**config.mk**
```make
export PLATFORM = sky130hd
export DESIGN_NAME = jt900h_intc_flat
export DESIGN_NICKNAME = d
export VERILOG_FILES = /design/src/rtl/jt900h_intc_if.sv /design/src/rtl/jt900h_intc.sv /design/src/flat_wrapper.sv
export SDC_FILE = /design/constraint.sdc
export NUM_CORES = 1
export LEC_CHECK = 0
export ABC_AREA = 1
export BUFFER_PORTS_ARGS = -buffer_cell sky130_fd_sc_hd__clkbuf_2
export CORE_MARGIN = 1.5
export CORE_UTILIZATION = 40
export DETAILED_ROUTE_END_ITERATION = 10
export GPL_ROUTABILITY_DRIVEN = 0
export GPL_TIMING_DRIVEN = 0
export PLACE_DENSITY = 0.59
export SYNTH_ARGS = -nofsm -noshare
export SYNTH_HDL_FRONTEND = slang
export SYNTH_SLANG_ARGS = --single-unit
```
**constraint.sdc**
```tcl
create_clock -name clk -period 7.7 [get_ports clk]
set_clock_uncertainty 0.2 [all_clocks]
set_input_delay 0 -clock clk [delete_from_list [all_inputs] [get_ports clk]]
set_output_delay 0 -clock clk [all_outputs]
set_load 0.02 [all_outputs]
```
**src/rtl/jt900h_intc_if.sv**
```systemverilog
// CPU register-bus bundle for the jt900h interrupt controller.
interface jt900h_intc_if;
  logic        cs;
  logic [3:0]  addr;
  logic [15:0] din;
  logic [1:0]  we;
  logic [15:0] dout;

  modport master (output cs, addr, din, we, input dout);
  modport slave  (input cs, addr, din, we, output dout);
endinterface

```
**src/rtl/jt900h_intc.sv**
```systemverilog
// jt900h interrupt controller: NSRC sources, per-source priority and
// edge/level mode, registered highest-priority request and vector.
// Build option: define JT900H_INTC_NMI_EN to hardwire source 0 as a
// priority-7 edge source (NMI-like).
module jt900h_intc #(
  parameter int NSRC = 8
) (
  input  logic            clk,
  input  logic            rst,
  input  logic            cen,
  input  logic [NSRC-1:0] src,
  jt900h_intc_if.slave    bus,
  input  logic            irq_ack,
  output logic [2:0]      intrq,
  output logic [3:0]      vec
);
`ifdef JT900H_INTC_NMI_EN
  localparam bit NMI = 1'b1;
`else
  localparam bit NMI = 1'b0;
`endif

  logic [NSRC-1:0]       s1_q, s2_q, s3_q;
  logic [NSRC-1:0][2:0]  prio_q;
  logic [NSRC-1:0]       mode_q, pend_q, pend_d;
  logic [NSRC-1:0]       hit, w1c, ack, rise;
  logic [2:0]            intrq_q, arb_p;
  logic [3:0]            vec_q, arb_v;
  logic [15:0]           dout_q, rd_d;
  logic                  unused_bits;

  // high byte carries no fields; only its enable is decoded away
  assign unused_bits = ^{bus.din[15:8], bus.din[6:4], bus.we[1]};

  // two-stage synchroniser plus a third stage used only for edge detection
  always_ff @(posedge clk or negedge rst)
    if (!rst) begin
      s1_q <= '0;
      s2_q <= '0;
      s3_q <= '0;
    end else if (cen) begin
      s1_q <= src;
      s2_q <= s1_q;
      s3_q <= s2_q;
    end

  for (genvar k = 0; k < NSRC; k++) begin : g_dec
    assign hit[k] = bus.cs && bus.we[0] && (bus.addr == 4'(k));
    assign ack[k] = irq_ack && (vec_q == 4'(k));
  end
  assign w1c  = hit & {NSRC{bus.din[7]}};
  assign rise = s2_q & ~s3_q;

  // edge sources: a new edge beats any clear; level sources track the input
  always_comb begin
    pend_d = (mode_q & (rise | (pend_q & ~(w1c | ack)))) | (~mode_q & s2_q);
  end

  // pending flags
  always_ff @(posedge clk or negedge rst)
    if (!rst)     pend_q <= '0;
    else if (cen) pend_q <= pend_d;

  // per-source configuration; source 0 is fixed when built as an NMI
  always_ff @(posedge clk or negedge rst)
    if (!rst) begin
      for (int k = 0; k < NSRC; k++) begin
        prio_q[k] <= (NMI && k == 0) ? 3'd7 : 3'd0;
        mode_q[k] <= NMI && k == 0;
      end
    end else if (cen) begin
      for (int k = 0; k < NSRC; k++)
        if (hit[k] && !(NMI && k == 0)) begin
          prio_q[k] <= bus.din[2:0];
          mode_q[k] <= bus.din[3];
        end
    end

  // strict '>' over ascending index keeps the lowest index on ties
  always_comb begin
    arb_p = 3'd0;
    arb_v = 4'hF;
    for (int i = 0; i < NSRC; i++)
      if (pend_q[i] && prio_q[i] > arb_p) begin
        arb_p = prio_q[i];
        arb_v = 4'(i);
      end
  end

  // registered request outputs
  always_ff @(posedge clk or negedge rst)
    if (!rst) begin
      intrq_q <= 3'd0;
      vec_q   <= 4'hF;
    end else if (cen) begin
      intrq_q <= arb_p;
      vec_q   <= arb_v;
    end

  // read mux over current (pre-update) state
  always_comb begin
    rd_d = 16'h0000;
    if (bus.addr == 4'hF)
      rd_d = {4'h0, vec_q, 5'b00000, intrq_q};
    else
      for (int k = 0; k < NSRC; k++)
        if (bus.addr == 4'(k))
          rd_d = {8'h00, pend_q[k], 3'b000, mode_q[k], prio_q[k]};
  end

  // read data holds until the next read cycle
  always_ff @(posedge clk or negedge rst)
    if (!rst)                                dout_q <= 16'h0000;
    else if (cen && bus.cs && bus.we == 2'b00) dout_q <= rd_d;

  assign bus.dout = dout_q;
  assign intrq    = intrq_q;
  assign vec      = vec_q;
endmodule
```
**src/flat_wrapper.sv**
```systemverilog
// flat-port wrapper written by rule: the top's interface ports become plain ports
module jt900h_intc_flat 
#(
  parameter int NSRC = 8
)
  (clk, rst, cen, src, irq_ack, intrq, vec, bus_cs, bus_addr, bus_din, bus_we, bus_dout);
  jt900h_intc_if bus_i ();
  input  logic clk;
  input  logic rst;
  input  logic cen;
  input  logic [NSRC-1:0] src;
  input  logic irq_ack;
  output logic [2:0] intrq;
  output logic [3:0] vec;
  input wire logic [$bits(bus_i.cs)-1:0] bus_cs;
  input wire logic [$bits(bus_i.addr)-1:0] bus_addr;
  input wire logic [$bits(bus_i.din)-1:0] bus_din;
  input wire logic [$bits(bus_i.we)-1:0] bus_we;
  output wire logic [$bits(bus_i.dout)-1:0] bus_dout;
  assign bus_i.cs = bus_cs;
  assign bus_i.addr = bus_addr;
  assign bus_i.din = bus_din;
  assign bus_i.we = bus_we;
  assign bus_dout = bus_i.dout;
  jt900h_intc #(.NSRC(NSRC)) u_core (.clk(clk), .rst(rst), .cen(cen), .src(src), .bus(bus_i), .irq_ack(irq_ack), .intrq(intrq), .vec(vec));
endmodule
```
==> metrics.md, run 1 <==
| Metric | Value |
|---|---|
| Crit-path leading delay family | `simple AND/OR/NAND/NOR gates` |
| Total Nets Final | `723` |
| CP arrival | `7.56 ns` |
| Synth Area in Simple Gates | `0.2331` |
| CORE AREA | `10840 sq um` |
| Root Driver | `clkbuf_8` |
| Reg2reg path depth | `56` |
| Ports | `58` |
| DP Area | `4856 sq um` |
| PnR Total Power | `1.777 mW` |
| WP depth | `56` |
| Synth top area cells | `dfrtp_1 (43%), nand2_1 (12%), o21ai_0 (8.6%)` |
| Mux cell area share after synthesis | `0` |
| Synth warn | `0` |
| Commonest cells post-synth | `nand2_1 (139), inv_1 (85), dfrtp_1 (76), o21ai_0 (76), nand3_1 (30)` |
| RSZ-0062 raised after global routing | `true` |
| Area Growth Syn to Fin | `33.56%` |
| Dpl ws | `-1.130 ns` |
| Post-Synth XOR/XNOR Area | `0` |
| Worst Path Max Fanout | `7` |
| Main combinational cell family by area after synthesis | `simple AND/OR/NAND/NOR gates` |
| Synthesized area | `4433 sq um` |
| Worst-Skew Late Latency | `0.36 ns` |
| CP startpoint | `u_core.prio_q[2]` |
| Req. time, crit path | `7.78 ns` |
| Critical Path Max Stage Delay | `0.40 ns` |
| Share of cells above drive strength 1 | `0.2717` |
| Final worst slack | `0.2193 ns` |
| Post-synth ARST share | `1.000` |
| Final Max Tran Viols | `0` |
| GRT overflow | `0` |
| Post-layout util | `0.5462` |
| Clk slew on worst S/H paths | `0.08 ns` |
| Largest net degree at the start of global routing | `64` |
| Routed Antenna Nets | `0` |
| Antenna diodes | `0` |
| Final period util | `0.9715` |
| Setup TNS | `0 ns` |
| First-pass GRT wire length | `19920 microns` |
| Routed WL per cell | `15.26 microns` |
| Post-synth EDFFs | `0` |
| Leakage | `2.903 nW` |
| Worst path slowest cell | `dfrtp_1` |
| Fin area | `5921 sq um` |
| Ys flop type | `dfrtp_1` |
| Die X | `108.3 microns` |
| Fmax | `133.7 MHz` |
| DRT Pass-1 Iters | `5` |
| CP endpoint kind | `flop` |
| Crit path kind | `flop to flop` |
| CTS HTree Levels | `3` |
| # DRC | `0` |
| Maxcap violations | `0` |
| Avg Vias per Cell | `5.116` |
| Number of global-route vias before repair | `4062` |
| TritonCTS Buffers | `9` |
| Synthesized flop and latch total | `80` |
| Synth Area in Compound Gates | `0.1863` |
| Die ar. | `11720 sq um` |
| TritonCTS clock tree | `built` |
| Top cell by count, worst path | `nand2_4` |
| Row Count | `38` |
| PD cells | `300.2 nW/um^2` |
| Peak supply drop | `0.1093 mV` |
| Fin cells | `821` |
| Chip Height | `108.3 microns` |
| Placed insts | `747` |
| R2r startpoint | `u_core.prio_q[2]` |
| Yosys cell types | `42` |
| PortBufs | `39` |
| Post-synth top area share | `0.4290` |
| Top-count cell post-synth | `nand2_1` |
| Final Hold Fails | `3` |
| Final setup fails | `0` |
| Worst-Margin Slew | `1.029 ns` |
| Synth area leader | `dfrtp_1` |
| Max Root-Sink Buffers | `2` |
| Worst hold margin | `-0.007675 ns` |
| Adder-cell share of the synthesized area | `0.03387` |
| R2R Setup Slk | `0.22 ns` |
| Via Count | `4200` |
| Cell count after synthesis | `561` |
| Failing checks | `hold timing` |
| Period minus WS final | `7.481 ns` |
| Seq/Total Area, Yosys | `0.4527` |
| Clk sinks | `80` |
| Max_slew headroom | `0.3090` |
| CP endpoint | `u_core.vec[1]` |
| Starting Density | `0.4089` |
| Detailed Route WL | `12530 microns` |
| Hold WC Path Type | `input pin to async pin` |
| Total track usage | `0.2227` |
| Dpl hpwl | `8760 microns` |
| CP startpoint kind | `flop` |
| DRT iter0 DRCs | `167` |
| Worst r2r dst | `u_core.vec[1]` |
| Buf/Inv on CP | `11` |
| Outcome | `finished, violations left` |
| Avg Cell Area, Syn | `7.902 sq um` |
| Antenna violations before repair | `0` |
[worst min path at each step]
stage,end,slack [ns]
CTS,u_core.mode_q[0],0.001
global placement,u_core.s1_q[3],0.009
global route,u_core.bus.dout[1],0.05
finish,u_core.bus.dout[1],-0.008
detailed placement,u_core.intrq[0],-0.26
floorplan,u_core.bus.dout[0],-0.50
[final cells by class]
type | count | area [sq um]
buffer | 16 | 86.33
timing repair buffer | 98 | 733.2
clock inverter | 4 | 45.04
clock buffer | 12 | 145.1
multi-input combinational | 384 | 2394
fill | 996 | 4920
sequential | 80 | 2008
tap | 140 | 175.2
inverter | 87 | 334.1
[cell usage in the layout, fill, tap and decap left out, drive strengths merged]
master | synthesis | layout
o21a | 1 | 1
buf | 7 | 40
a31o | 1 | 1
o2111ai | 2 | 2
o21bai | 7 | 7
o311ai | 1 | 1
nand4 | 1 | 1
and2 | 3 | 3
nor3 | 6 | 6
ha | 12 | 12
clkinv | 0 | 3
nand3 | 36 | 36
bufinv | 0 | 1
o211ai | 4 | 4
a32o | 1 | 1
conb | 1 | 7
o32ai | 2 | 2
dfstp | 4 | 4
a21oi | 21 | 21
a221oi | 2 | 2
clkbuf | 9 | 60
a41oi | 1 | 1
a211oi | 1 | 1
o22ai | 6 | 6
dlygate4sd3 | 0 | 26
inv | 87 | 87
o21ai | 77 | 77
a2111oi | 1 | 1
o221ai | 6 | 6
dfrtp | 76 | 76
or2 | 1 | 1
nor2 | 23 | 23
nand2 | 155 | 155
a22oi | 1 | 1
a21boi | 2 | 2
and3 | 1 | 1
a31oi | 2 | 2
[repair_timing]
item                                    in CTS  in global routing
setup buffers                               10                 23
endpoints found under the hold margin      131                  0
cloned                                       0                  0
pin swaps                                   13                 47
hold buffers                                26                  0
gates resized for setup                     39                 54
endpoints found under the setup margin       7                  7
[worst reg2reg max path: cells and delay by family, from the launching register on]
family | cells | cell delay, ns
compound gates | 12 | 1.91
fa+ha+maj | 7 | 1.70
buf+inv | 11 | 0.80
flops | 1 | 0.40
simple gates | 26 | 2.40
[report_power, final]
part           switching [mW]  internal, mW
logic                   0.497         0.400
registers              0.0697         0.496
clock network           0.156         0.158
total                   0.723          1.05
[cell families (layout without fill, tap and decap cells)]
family                   Yosys count  in the layout
adder cells (fa/ha/maj)           12             12
AO/OA/AOI/OAI                    139            139
AND/OR/NAND/NOR                  226            226
buffers and inverters            103            217
flip-flops                        80             80
other                              1              7
[flip-flops by register name (all words and copies together), names as in the netlist]
signal / cells
u_core.prio_q: 24
u_core.bus.dout: 9
u_core.mode_q: 8
u_core.pend_q: 8
u_core.s1_q: 8
u_core.s2_q: 8
u_core.s3_q: 8
u_core.vec: 4
u_core.intrq: 3
[metal layers]
| metal | GRT usage | wire length [microns] | vias up |
|---|---|---|---|
| met4 | 0.09023 | 366 | 0 |
| li1 | - | - | 2067 |
| met5 | 0 | 0 | - |
| met1 | 0.2926 | 5711 | 1997 |
| met2 | 0.3712 | 5985 | 105 |
| met3 | 0.02954 | 464 | 31 |
Note: power is estimated with default switching activity, not from simulation.
==> run 2, diff against run 1 <==
--- a/config.mk
+++ b/config.mk
@@ -7,7 +7,6 @@
 export LEC_CHECK = 0
 export ABC_AREA = 1
 export BUFFER_PORTS_ARGS = -buffer_cell sky130_fd_sc_hd__clkbuf_2
-export CORE_MARGIN = 1.5
 export CORE_UTILIZATION = 40
 export DETAILED_ROUTE_END_ITERATION = 10
 export GPL_ROUTABILITY_DRIVEN = 0
==> run 2 against run 1 <==
The flow still finishes with violations (hold timing). Via count down 0.29%. Register-to-register slack worse by 0.19 ns. Clock power up 2%. Critical endpoint is now u_core.intrq[2]. Highest routed layer unchanged.
==> metrics.md, run 2 (synthesis results as in run 1) <==
| Metric | Value |
|---|---|
| Req. time, crit path | `7.81 ns (was 7.78 ns)` |
| GRT overflow | `0 (unchanged)` |
| Number of global-route vias before repair | `4059 (was 4062)` |
| Fillers | `995 (was 996)` |
| Period minus WS final | `7.675 ns (was 7.481 ns)` |
| CP arrival | `7.78 ns (was 7.56 ns)` |
| Die X | `107.3 microns (was 108.3 microns)` |
| Total track usage | `0.2233 (was 0.2227)` |
| Via Count | `4188 (was 4200)` |
| Avg Vias per Cell | `5.120 (was 5.116)` |
| Largest net degree at the start of global routing | `67 (was 64)` |
| Leading cell types in the layout, fill and taps excluded | `nand2_1 (125), inv_1 (76), dfrtp_1 (76) (was nand2_1 (127), inv_1 (76), dfrtp_1 (75))` |
| Worst-Skew Late Latency | `0.36 ns (about the same)` |
| CP endpoint kind | `flop (unchanged)` |
| Worst Path Max Fanout | `5 (was 7)` |
| CTS HTree Levels | `3 (unchanged)` |
| DRT Pass-1 Iters | `5 (unchanged)` |
| Worst r2r dst | `u_core.intrq[2] (was u_core.vec[1])` |
| Clk sinks | `80 (unchanged)` |
| Crit path kind | `flop to flop (unchanged)` |
| Total Nets Final | `720 (was 723)` |
| Worst hold margin | `-0.01265 ns (was -0.007675 ns)` |
| Die ar. | `11510 sq um (was 11720 sq um)` |
| TritonCTS clock tree | `built (unchanged)` |
| Fmax | `130.3 MHz (was 133.7 MHz)` |
| CP startpoint | `u_core.prio_q[0] (was u_core.prio_q[2])` |
| Final Hold Fails | `2 (was 3)` |
| Failing checks | `hold timing (unchanged)` |
| Final Max Tran Viols | `0 (unchanged)` |
| Most common cell after layout, fill and taps aside | `nand2_1 (unchanged)` |
| Chip Height | `107.3 microns (was 108.3 microns)` |
| CP startpoint kind | `flop (unchanged)` |
| Critical Path Max Stage Delay | `0.41 ns (was 0.40 ns)` |
| Post-layout util | `0.5414 (was 0.5462)` |
| First-pass GRT wire length | `19630 microns (was 19920 microns)` |
| # DRC | `0 (unchanged)` |
| Dpl ws | `-1.083 ns (was -1.130 ns)` |
| PD cells | `298.2 nW/um^2 (was 300.2 nW/um^2)` |
| Max FFs per register | `24 (unchanged)` |
| CP endpoint | `u_core.intrq[2] (was u_core.vec[1])` |
| Hold WC Path Type | `input pin to async pin (unchanged)` |
| R2R Setup Slk | `0.03 ns (was 0.22 ns)` |
| Root Driver | `clkbuf_8 (unchanged)` |
| Dpl hpwl | `8666 microns (was 8760 microns)` |
| Met3 WL post-DR | `442 microns (was 464 microns)` |
| Routed Antenna Nets | `0 (unchanged)` |
| Max_slew headroom | `0.3204 (was 0.3090)` |
| Clk slew on worst S/H paths | `0.09 ns (was 0.08 ns)` |
| Starting Density | `0.4089 (unchanged)` |
| Reg2reg path depth | `57 (was 56)` |
| Final worst slack | `0.02525 ns (was 0.2193 ns)` |
| Top cell by count, worst path | `nand2_2 (was nand2_4)` |
| Routed WL per cell | `15.32 microns (was 15.26 microns)` |
| CORE AREA | `10840 sq um (unchanged)` |
| Final period util | `0.9967 (was 0.9715)` |
| Maxcap violations | `0 (unchanged)` |
| RSZ-0062 raised after global routing | `true (unchanged)` |
| Ports | `58 (unchanged)` |
| M1 WL | `5875 microns (was 5711 microns)` |
| Peak supply drop | `0.1203 mV (was 0.1093 mV)` |
| Final setup fails | `0 (unchanged)` |
| Share of cells above drive strength 1 | `0.2699 (was 0.2717)` |
| Row Count | `38 (unchanged)` |
| Leakage | `2.869 nW (was 2.903 nW)` |
| Antenna violations before repair | `0 (unchanged)` |
| PortBufs | `39 (unchanged)` |
| Max Root-Sink Buffers | `2 (unchanged)` |
| R2r startpoint | `u_core.prio_q[0] (was u_core.prio_q[2])` |
| Antenna diodes | `0 (unchanged)` |
| Worst path slowest cell | `dfrtp_1 (unchanged)` |
| TritonCTS Buffers | `9 (unchanged)` |
| Worst-Margin Slew | `1.012 ns (was 1.029 ns)` |
| Met2 wire length | `5984 microns (was 5985 microns)` |
| Area Growth Syn to Fin | `32.40% (was 33.56%)` |
| Detailed Route WL | `12530 microns (about the same)` |
| Top Layer Used | `met4 (unchanged)` |
| DRT iter0 DRCs | `195 (was 167)` |
| Largest reg by FF count | `u_core.prio_q (unchanged)` |
| Outcome | `finished, violations left (unchanged)` |
run 2: cell types whose count changed in the layout (fill, tap and decap cells not counted), sizes merged:
cell         change
buf              -4
clkbuf           -2
clkinv           +2
dlygate4sd3      +1
run 2: worst max-delay path, delay by kind of cell (launching register included):
| kind | cells | cell delay (ns) |
|---|---|---|
| buffers and inverters | 11 | 0.83 |
| AOI/OAI and AO/OA | 12 | 1.91 |
| adders and majority gates | 7 | 1.70 |
| and+or+nand+nor | 27 | 2.54 |
| DFF | 1 | 0.41 |
run 2: power by group:
part           switching, mW  internal [mW]  total, mW
registers             0.0664          0.496      0.562
clock network          0.162          0.157      0.319
logic                  0.491          0.378      0.869
total                  0.719           1.03       1.75
run 2: cell type report:
| type | count | area [sq um] | share of cell area |
|---|---|---|---|
| multi-input cells | 384 | 2359 | 0.4018 |
| flip-flops and latches | 80 | 2007 | 0.3419 |
| repair buffers | 95 | 716.9 | 0.1221 |
| inverters | 87 | 329.1 | 0.05606 |
| well taps | 140 | 175.2 | 0.02984 |
| clock buffers | 10 | 137.6 | 0.02345 |
| plain buffers | 16 | 86.33 | 0.01471 |
| clock inverters | 6 | 58.81 | 0.01002 |
run 2: routing by layer:
metal | vias up | track usage
met1 | 2014 | 0.2996
met3 | 21 | 0.03329
li1 | 2061 | -
met2 | 92 | 0.3664
met4 | 0 | 0.08023
met5 | - | 0
run 2: per-stage QoR:
| stage | cells | hold slack (ns) | total power [mW] | setup TNS (ns) | instance area [sq um] |
|---|---|---|---|---|---|
| 6_report | 818 | -0.01265 | 1.750 | 0 | 5869 |
| 2_1_floorplan | 567 | -0.4956 | 0.9806 | 0 | 4456 |
| 3_5_place_dp | 747 | -0.2809 | 1.137 | -6.463 | 4856 |
| 5_1_grt | 818 | 0.04829 | 1.869 | -2.186 | 5869 |
| 4_1_cts | 797 | 0.01064 | 1.540 | 0 | 5469 |
| 3_3_place_gp | 746 | 0.009808 | 1.114 | -4.509 | 4826 |
run 2: how the worst min path moves through the flow:
stage                start                  to  slack (ns)  depth (start not counted)
floorplan              rst  u_core.bus.dout[0]       -0.50                          0
global placement    src[3]      u_core.s1_q[3]        0.01                          3
detailed placement     rst  u_core.bus.dout[0]       -0.28                          1
CTS                    rst  u_core.bus.dout[2]        0.01                          3
global route           rst  u_core.bus.dout[2]        0.05                          3
finish                 rst  u_core.bus.dout[2]       -0.01                          3
run 2: repair_timing:
action,in CTS,in global routing
hold endpoints to repair,134,0
resized for setup,31,55
pin swaps,8,39
hold buffers,27,0
setup buffers,7,21
endpoints found under the setup margin,7,7
==> run 3, diff against run 2 <==
--- a/config.mk
+++ b/config.mk
@@ -12,6 +12,7 @@
 export GPL_ROUTABILITY_DRIVEN = 0
 export GPL_TIMING_DRIVEN = 0
 export PLACE_DENSITY = 0.59
+export SETUP_SLACK_MARGIN = 0.15
 export SYNTH_ARGS = -nofsm -noshare
 export SYNTH_HDL_FRONTEND = slang
 export SYNTH_SLANG_ARGS = --single-unit
==> run 3 against run 2 <==
The flow still finishes with violations (hold timing). Final area up 2.5%. Non-clock buffer count up 8. Clock-buffer cell count up 1. Power up 6.1%.
==> metrics.md, run 3 (synthesis results as in run 1) <==
| Metric | Value |
|---|---|
| Most common cell after layout, fill and taps aside | `nand2_1 (unchanged)` |
| Avg Vias per Cell | `5.182 (was 5.120)` |
| Area Growth Syn to Fin | `35.70% (was 32.40%)` |
| CORE AREA | `10840 sq um (unchanged)` |
| Fin area | `6016 sq um (was 5869 sq um)` |
| PD cells | `308.6 nW/um^2 (was 298.2 nW/um^2)` |
| Failing checks | `hold timing (unchanged)` |
| CTS HTree Levels | `3 (unchanged)` |
| Worst hold margin | `-0.006350 ns (was -0.01265 ns)` |
| Post-layout util | `0.5549 (was 0.5414)` |
| Final Max Tran Viols | `0 (unchanged)` |
| Largest reg by FF count | `u_core.prio_q (unchanged)` |
| Peak supply drop | `0.1139 mV (was 0.1203 mV)` |
| Crit path kind | `flop to flop (unchanged)` |
| # DRC | `0 (unchanged)` |
| Clk sinks | `80 (unchanged)` |
| Chip Height | `107.3 microns (unchanged)` |
| Routed WL per cell | `15.77 microns (was 15.32 microns)` |
| Ports | `58 (unchanged)` |
| Starting Density | `0.4089 (unchanged)` |
| Top cell by count, worst path | `nand2_4 (was nand2_2)` |
| Max_slew headroom | `0.3170 (was 0.3204)` |
| Outcome | `finished, violations left (unchanged)` |
| Max FFs per register | `24 (unchanged)` |
| CP arrival | `7.66 ns (was 7.78 ns)` |
| Routed Antenna Nets | `0 (unchanged)` |
| Root Driver | `clkbuf_8 (unchanged)` |
| GRT overflow | `0 (unchanged)` |
| Fmax | `132.5 MHz (was 130.3 MHz)` |
| TritonCTS clock tree | `built (unchanged)` |
| CP startpoint kind | `flop (unchanged)` |
| TritonCTS Buffers | `9 (unchanged)` |
| Period minus WS final | `7.549 ns (was 7.675 ns)` |
| RSZ-0062 raised after global routing | `true (unchanged)` |
| Total track usage | `0.2338 (was 0.2233)` |
| Share of cells above drive strength 1 | `0.2799 (was 0.2699)` |
| Worst path slowest cell | `dfrtp_1 (unchanged)` |
| Req. time, crit path | `7.81 ns (about the same)` |
| Worst-Skew Late Latency | `0.37 ns (was 0.36 ns)` |
| Leading cell types in the layout, fill and taps excluded | `nand2_1 (127), inv_1 (76), dfrtp_1 (75) (was nand2_1 (125), inv_1 (76), dfrtp_1 (76))` |
| Antenna diodes | `0 (unchanged)` |
| Number of global-route vias before repair | `4158 (was 4059)` |
| Die X | `107.3 microns (unchanged)` |
| Worst-Margin Slew | `1.017 ns (was 1.012 ns)` |
| Final period util | `0.9804 (was 0.9967)` |
| Maxcap violations | `0 (unchanged)` |
| Hold WC Path Type | `input pin to async pin (unchanged)` |
| Via Count | `4280 (was 4188)` |
| PnR Total Power | `1.856 mW (was 1.750 mW)` |
| CP endpoint kind | `flop (unchanged)` |
| Leakage | `2.944 nW (was 2.869 nW)` |
| DRT Pass-1 Iters | `6 (was 5)` |
| Critical Path Max Stage Delay | `0.41 ns (about the same)` |
| PortBufs | `39 (unchanged)` |
| Row Count | `38 (unchanged)` |
| DP Area | `4856 sq um (unchanged)` |
| Largest net degree at the start of global routing | `67 (unchanged)` |
| Dpl hpwl | `8778 microns (was 8666 microns)` |
| Max Root-Sink Buffers | `2 (unchanged)` |
| Antenna violations before repair | `0 (unchanged)` |
| Final setup fails | `0 (unchanged)` |
| Worst Path Max Fanout | `5 (unchanged)` |
| Detailed Route WL | `13030 microns (was 12530 microns)` |
| Total Nets Final | `728 (was 720)` |
| Final Hold Fails | `2 (unchanged)` |
| First-pass GRT wire length | `20560 microns (was 19630 microns)` |
| DRT iter0 DRCs | `252 (was 195)` |
| Die ar. | `11510 sq um (unchanged)` |
| Clk slew on worst S/H paths | `0.09 ns (about the same)` |
==> run 3: cell types whose count changed in the layout (fill, tap and decap cells not counted), sizes merged <==
cell | before | now
buf | 36 | 43
clkinv | 5 | 3
bufinv | 1 | 2
clkbuf | 58 | 59
dlygate4sd3 | 27 | 28
==> run 3: what timing repair did <==
action | 4_1_cts | 5_1_grt
hold buffers | 28 | 0
setup buffers | 14 | 21
resized for setup | 35 | 60
hold endpoints to repair | 132 | 0
setup endpoints to repair | 7 | 7
pin swaps | 17 | 40
==> run 3: final timing paths <==
kind                                        from                  to  slack [ns]  cells after the start
min in group clk                          bus_cs    u_core.mode_q[0]           0                      5
worst min-delay path                         rst  u_core.bus.dout[2]      -0.006                      3
worst min register to register    u_core.s3_q[0]      u_core.s3_q[0]        0.28                      2
max in group asynchronous                    rst    u_core.prio_q[5]        6.23                      3
worst max register to register  u_core.prio_q[0]     u_core.intrq[0]        0.15                     57
worst max-delay path            u_core.prio_q[0]     u_core.intrq[0]        0.15                     57
==> run 3: area by class of cell <==
type	instances	area, sq um
tap	140	175.2
sequential	80	2008
inverter	87	334.1
clock inverter	5	78.83
multi-input combinational	384	2406
clock buffer	11	151.4
timing repair buffer	103	775.7
buffer	16	86.33
fill	986	4825
==> run 3: where the power goes <==
part	internal [mW]	switching, mW
Sequential	0.496	0.0686
Combinational	0.412	0.515
Clock	0.200	0.163
Total	1.11	0.748
==> run 3: worst max-delay path, delay by kind of cell, from the launching register on <==
family	cells	cell delay (ns)
adder cells (fa/ha/maj)	7	1.71
AO/OA/AOI/OAI	10	1.65
AND/OR/NAND/NOR	29	2.66
buffers and inverters	11	0.82
flip-flops	1	0.41
==> run 3: metal layers <==
metal	up-vias	global-route usage	part of all wire
met3	29	0.03511	0.055
met1	2035	0.3114	0.43
met4	0	0.06458	0.019
met5	-	0	0
li1	2084	-	-
met2	132	0.3954	0.49
==> run 3: per-stage QoR <==
step / hold WS [ns] / setup slack, ns / std cells / TNS, ns
6_report: -0.006350 / 0.1511 / 826 / 0
3_5_place_dp: -0.2806 / -0.9927 / 747 / -5.823
3_3_place_gp: 0.01024 / -0.7147 / 746 / -3.795
2_1_floorplan: -0.4956 / 0.1970 / 567 / 0
4_1_cts: 0.00009209 / 0.1902 / 805 / 0
5_1_grt: 0.04179 / -0.2191 / 826 / -1.327
